--- src/rtl/dmem_arbiter.sv ---
// rtl/dmem_arbiter.sv - data memory port arbiter between CPU load/store and UART programmer writes
// Statistics counters are built only when DMEM_ARB_STATS_EN is defined.
module dmem_arbiter #(
    parameter int ADDR_W       = 14,
    parameter int DATA_W       = 32,
    parameter int STARVE_LIMIT = 8
) (
    input  logic              clock,
    input  logic              reset_n,
    input  logic              cpu_req,
    input  logic              cpu_we,
    input  logic [ADDR_W-1:0] cpu_addr,
    input  logic [DATA_W-1:0] cpu_wdata,
    output logic              cpu_stall,
    output logic              cpu_rvalid,
    output logic [DATA_W-1:0] cpu_rdata,
    input  logic              upg_wen,
    input  logic [ADDR_W-1:0] upg_addr,
    input  logic [DATA_W-1:0] upg_wdata,
    input  logic              upg_done,
    output logic              upg_busy,
    output logic              upg_overflow,
    output logic              mem_we,
    output logic [ADDR_W-1:0] mem_addr,
    output logic [DATA_W-1:0] mem_wdata,
    input  logic [DATA_W-1:0] mem_rdata,
    output logic [15:0]       stat_cpu,
    output logic [15:0]       stat_upg,
    output logic [15:0]       stat_stall
);

    localparam int               CNT_W = $clog2(STARVE_LIMIT + 1);
    localparam logic [CNT_W-1:0] LIMIT = CNT_W'(STARVE_LIMIT);

    typedef enum logic {
        IDLE,
        RD_WAIT
    } state_t;

    state_t            state;
    logic              buf_valid;
    logic [ADDR_W-1:0] buf_addr;
    logic [DATA_W-1:0] buf_wdata;
    logic [CNT_W-1:0]  starve_cnt;

    logic forced;
    logic cpu_issue;
    logic buf_issue;
    logic upg_accept;
    logic upg_drop;

    assign forced = buf_valid && (starve_cnt == LIMIT);

    // Port ownership for this cycle; everything is forced quiet while reset_n is low.
    always_comb begin
        cpu_issue  = 1'b0;
        buf_issue  = 1'b0;
        cpu_stall  = 1'b0;
        cpu_rvalid = 1'b0;
        cpu_rdata  = '0;
        mem_we     = 1'b0;
        mem_addr   = '0;
        mem_wdata  = '0;
        if (reset_n) begin
            if (state == RD_WAIT) begin
                cpu_rvalid = 1'b1;
                cpu_rdata  = mem_rdata;
                cpu_stall  = cpu_req;
                buf_issue  = buf_valid;
            end else if (forced) begin
                buf_issue = 1'b1;
                cpu_stall = cpu_req;
            end else if (cpu_req) begin
                cpu_issue = 1'b1;
            end else begin
                buf_issue = buf_valid;
            end

            if (buf_issue) begin
                mem_we    = 1'b1;
                mem_addr  = buf_addr;
                mem_wdata = buf_wdata;
            end else if (cpu_issue) begin
                mem_we    = cpu_we;
                mem_addr  = cpu_addr;
                mem_wdata = cpu_wdata;
            end
        end
    end

    // A full buffer that drains this cycle can take the incoming word.
    assign upg_accept = upg_wen && !upg_done && (!buf_valid || buf_issue);
    assign upg_drop   = upg_wen && !upg_done && buf_valid && !buf_issue;

    always_ff @(posedge clock or negedge reset_n) begin
        if (!reset_n) begin
            state        <= IDLE;
            buf_valid    <= 1'b0;
            buf_addr     <= '0;
            buf_wdata    <= '0;
            starve_cnt   <= '0;
            upg_overflow <= 1'b0;
        end else begin
            state <= (state == IDLE && cpu_issue && !cpu_we) ? RD_WAIT : IDLE;

            if (upg_accept) begin
                buf_valid <= 1'b1;
                buf_addr  <= upg_addr;
                buf_wdata <= upg_wdata;
            end else if (buf_issue) begin
                buf_valid <= 1'b0;
            end

            if (buf_issue || !buf_valid) begin
                starve_cnt <= '0;
            end else if (starve_cnt != LIMIT) begin
                starve_cnt <= starve_cnt + 1'b1;
            end

            if (upg_drop) begin
                upg_overflow <= 1'b1;
            end
        end
    end

    assign upg_busy = buf_valid;

`ifdef DMEM_ARB_STATS_EN
    logic [15:0] cnt_cpu;
    logic [15:0] cnt_upg;
    logic [15:0] cnt_stall;

    always_ff @(posedge clock or negedge reset_n) begin
        if (!reset_n) begin
            cnt_cpu   <= '0;
            cnt_upg   <= '0;
            cnt_stall <= '0;
        end else begin
            if (cpu_issue && cnt_cpu != 16'hFFFF) begin
                cnt_cpu <= cnt_cpu + 16'd1;
            end
            if (buf_issue && cnt_upg != 16'hFFFF) begin
                cnt_upg <= cnt_upg + 16'd1;
            end
            if (cpu_stall && cnt_stall != 16'hFFFF) begin
                cnt_stall <= cnt_stall + 16'd1;
            end
        end
    end

    assign stat_cpu   = cnt_cpu;
    assign stat_upg   = cnt_upg;
    assign stat_stall = cnt_stall;
`else
    assign stat_cpu   = '0;
    assign stat_upg   = '0;
    assign stat_stall = '0;
`endif

endmodule

--- config.mk ---
export PLATFORM = sky130hd
export DESIGN_NAME = dmem_arbiter
export DESIGN_NICKNAME = d
export VERILOG_FILES = /design/src/rtl/dmem_arbiter.sv
export SDC_FILE = /design/constraint.sdc
export NUM_CORES = 1
export LEC_CHECK = 0
export CORE_MARGIN = 1.5
export CORE_UTILIZATION = 35
export DETAILED_ROUTE_END_ITERATION = 10
export MAX_ROUTING_LAYER = met4
export PLACE_DENSITY = 0.79
export SLEW_MARGIN = 5
export SYNTH_ARGS = -nofsm -noshare
export SYNTH_HDL_FRONTEND = slang
export SYNTH_SLANG_ARGS = --single-unit
--- constraint.sdc ---
create_clock -name clock -period 2.5 [get_ports clock]
set_input_delay 0.375 -clock clock [delete_from_list [all_inputs] [get_ports clock]]
set_output_delay 0.375 -clock clock [all_outputs]
set_load 0.02 [all_outputs]
==> flow_metrics.py <==
metrics = {
    "die": {
        "floorplan_row_count": 36,
        "core_region_area_um2": 9910,
        "pin_count": 261,
        "dieHeight_um": 104.7,
        "die_x_um": 104.7,
        "floorplan.initialDensity_pct": 36.53,
        "floorplan.die_area_um2": 10960,
    },
    "clocking": {
        "cts_tree": "done",
        "cts_root_buf": "sky130_fd_sc_hd__clkbuf_8",
        "cts_buffers": 5,
        "worst_skew_pair.late_latency_ns": 0.30,
        "htreeDepth": 2,
        "cts.sinks": 53,
        "worst_setup_hold_path_clk_slew_ns": 0.09,
        "clk_path_buf_depth": 2,
    },
    "yosys": {
        "yosysWarnings": 0,
        "synth-seq-cells": 53,
        "postSynthCellCount": 389,
        "synth_area_um2": 3620,
        "netlist-cell-type-count": 30,
        "post_synth.cell_area_avg_um2": 9.305,
        "ys_seq_area_share_pct": 36.64,
    },
    "min_path": {
        "min-delay-path-class": "input pin to asynchronous set/reset pin",
    },
    "place": {
        "io_buffer_count": 212,
        "detailedPlacementHpwl_um": 8294,
        "dpl.cell_count": 721,
        "routabilityCongestion": 0.8806,
    },
    "setup_path": {
        "setup.worst_path.start_class": "flop",
        "timing.critical_path.fanout_max": 24,
        "r2r.worst_path.cells": 7,
        "critical_path_required_ns": 2.12,
        "worstSetupEndpointType": "primary output",
        "worst-endpoint-arrival_ns": 1.96,
        "critical_path.max_stage_delay_ns": 0.35,
        "worstPathCellList": "inv_1 > ha_1 > and3b_2 > buf_4 > o21ai_4 > buf_12 > o22ai_1 > clkbuf_2",
        "path_class": "flop to primary output",
        "worst_path_max_delay_cell": "sky130_fd_sc_hd__dfrtp_1",
    },
    "finish": {
        "final_cell_mix": "sky130_fd_sc_hd__clkdlybuf4s50_1 (163), sky130_fd_sc_hd__nand2_1 (99), sky130_fd_sc_hd__dfrtp_1 (53)",
        "final_net_count": 729,
        "layout_commonest_cell": "sky130_fd_sc_hd__clkdlybuf4s50_1",
        "layout-drive-gt1-share_pct": 21.27,
        "finalNonFillerCells": 730,
        "n_antenna_cell": 0,
        "syn2layout_area_growth_pct": 57.00,
    },
    "sta": {
        "fin_crit_sh_pct": 93.54,
        "finalSetupTns_ns": 0,
        "clock_skew_ns": 0.01529,
        "timing_hold_violations_final": 0,
        "achievable-frequency_mhz": 427.6,
        "grt_setup_unrepaired": "false",
        "maxSlewViolCount": 0,
        "setup_viol_count_final": 0,
        "timing.hold.ws_ns": 0.09978,
        "layout_min_cycle_time_ns": 2.339,
    },
    "route": {
        "detail_route.first_pass.iterations": 4,
        "avgViaCountPerCell": 4.733,
        "routed-via-count": 3455,
        "drc_errors": 0,
        "routed_wirelength_um": 10810,
        "drt.antenna.violating_nets": 0,
        "wire_per_inst_um": 14.81,
        "number_of_drc_violations_after_detailed_routing_iteration_0": 164,
    },
    "global_route": {
        "grt_antenna_before_repair": 0,
        "grt_pass1_wl_um": 17220,
        "gr-usage-all-layers_pct": 19.84,
        "grt_start_max_net_pins": 62,
        "grt_pass1_vias": 3448,
        "grt_remaining_overflow": 0,
    },
    "status": {
        "outcome": "finished, final reports clean",
    },
    "power_and_ir_drop": {
        "power-per-cell-area_nw_per_um2": 501.7,
        "leakage_nw": 2.779,
        "power.ir.vdd_worst_uv": 316.1,
        "design_power_total_mw": 2.851,
    },
    "flow_run": {
        "max-cap-violations": 0,
    },
}
-- worst paths after layout --
check / startpoint / end / slack, ns
max reg2reg: starve_cnt[0]$_DFFE_PN0P_ / buf_wdata[5]$_DFFE_PN0P_ / 0.53
max: starve_cnt[0]$_DFFE_PN0P_ / mem_we / 0.16
max in group asynchronous: reset_n / buf_wdata[18]$_DFFE_PN0P_ / 1.74
min: reset_n / buf_wdata[24]$_DFFE_PN0P_ / 0.1
min in group clock: upg_overflow$_DFFE_PN0P_ / upg_overflow$_DFFE_PN0P_ / 0.47
min reg2reg: upg_overflow$_DFFE_PN0P_ / upg_overflow$_DFFE_PN0P_ / 0.47
-- repair_timing --
| action | CTS | global route |
|---|---|---|
| gates cloned | 0 | 0 |
| setup endpoints to repair | 47 | 48 |
| hold buffers | 1 | 0 |
| pin swaps | 0 | 0 |
| resized for setup | 70 | 72 |
| endpoints found under the hold margin | 4 | 0 |
| buffers inserted | 1 | 0 |
-- cell type report --
class	instances	area [um2]
clock inverters	1	7.507
repair buffers	234	2155
clock buffers	6	82.58
flip-flops and latches	53	1326
fillers	880	4227
multi-input cells	300	1934
well taps	133	166.4
inverters	3	11.26
-- layer usage --
layer | vias up | part of all wire, % | routed length [um] | GRT usage [%]
li1 | 1650 | - | - | -
met1 | 1640 | 42 | 4551 | 23.98
met2 | 147 | 50 | 5438 | 34.35
met3 | 18 | 5.4 | 585 | 3.119
met4 | 0 | 2.2 | 238 | 5.479
met5 | - | 0 | 0 | -
-- critical path: cells and delay by family (launching register included) --
family                     cells  cell delay [ns]
buffers and inverters          4             0.59
DFF                            1             0.35
AOI/OAI and AO/OA              2             0.29
and+or+nand+nor                1             0.22
adders and majority gates      1             0.21
-- cells by family after synthesis --
logic type | Yosys count | synth area share [%]
simple gates | 145 | 18.18
mux | 46 | 18.46
flops | 53 | 36.64
fa+ha+maj | 2 | 0.6912
buf+inv | 83 | 15.11
compound gates | 57 | 10.34
xor+xnor | 2 | 0.4840
other cells | 1 | 0.1036
-- power breakdown --
| group | leakage, nW | switching, mW | internal [mW] | total (mW) |
|---|---|---|---|---|
| logic | 2.11 | 0.522 | 0.646 | 1.17 |
| registers | 0.629 | 0.121 | 1.06 | 1.18 |
| clock network | 0.0433 | 0.282 | 0.220 | 0.502 |
| total | 2.78 | 0.925 | 1.93 | 2.85 |
-- Yosys cell counts --
cell type / count / area [um2]
sky130_fd_sc_hd__nand2_1: 99 / 371.6
sky130_fd_sc_hd__dfrtp_1: 53 / 1326
sky130_fd_sc_hd__buf_4: 48 / 360.4
sky130_fd_sc_hd__o22ai_1: 47 / 294.0
sky130_fd_sc_hd__mux2_4: 40 / 600.6
sky130_fd_sc_hd__and3_1: 32 / 200.2
sky130_fd_sc_hd__clkbuf_1: 20 / 75.07
sky130_fd_sc_hd__buf_2: 8 / 40.04
sky130_fd_sc_hd__mux2_2: 6 / 67.56
sky130_fd_sc_hd__buf_8: 4 / 60.06
sky130_fd_sc_hd__inv_1: 3 / 11.26
sky130_fd_sc_hd__o21ai_0: 3 / 15.01
sky130_fd_sc_hd__a21oi_1: 2 / 10.01
sky130_fd_sc_hd__ha_1: 2 / 25.02
sky130_fd_sc_hd__nand3_1: 2 / 10.01
sky130_fd_sc_hd__nand3b_1: 2 / 15.01
sky130_fd_sc_hd__nor2_1: 2 / 7.510
sky130_fd_sc_hd__nor2b_1: 2 / 12.51
sky130_fd_sc_hd__o32ai_1: 2 / 17.52
sky130_fd_sc_hd__xor2_1: 2 / 17.52
sky130_fd_sc_hd__a21o_1: 1 / 7.510
sky130_fd_sc_hd__a21o_2: 1 / 8.760
sky130_fd_sc_hd__and2_1: 1 / 6.260
sky130_fd_sc_hd__and3b_2: 1 / 10.01
sky130_fd_sc_hd__conb_1: 1 / 3.750
sky130_fd_sc_hd__nand2b_1: 1 / 6.260
sky130_fd_sc_hd__nor3_1: 1 / 5.000
sky130_fd_sc_hd__o211ai_4: 1 / 21.27
sky130_fd_sc_hd__or2_2: 1 / 6.260
sky130_fd_sc_hd__or2b_1: 1 / 7.510
-- per-stage QoR --
step	setup slack [ns]	area (um2)	util [%]
after global placement	-0.02812	5808	58.61
after detailed placement	-0.05028	5808	58.61
after CTS	0.0004283	5886	59.39
final	0.1615	5683	57.35
after global routing	0.03483	5683	57.35
after floorplan	0.3333	3796	-
-- state kept, by name, indices dropped and copies added, names as in the netlist --
signal / count
buf_addr: 14
buf_wdata: 32
starve_cnt: 4
state: 1
upg_busy: 1
upg_overflow: 1
(Power assumes the default switching activity.)
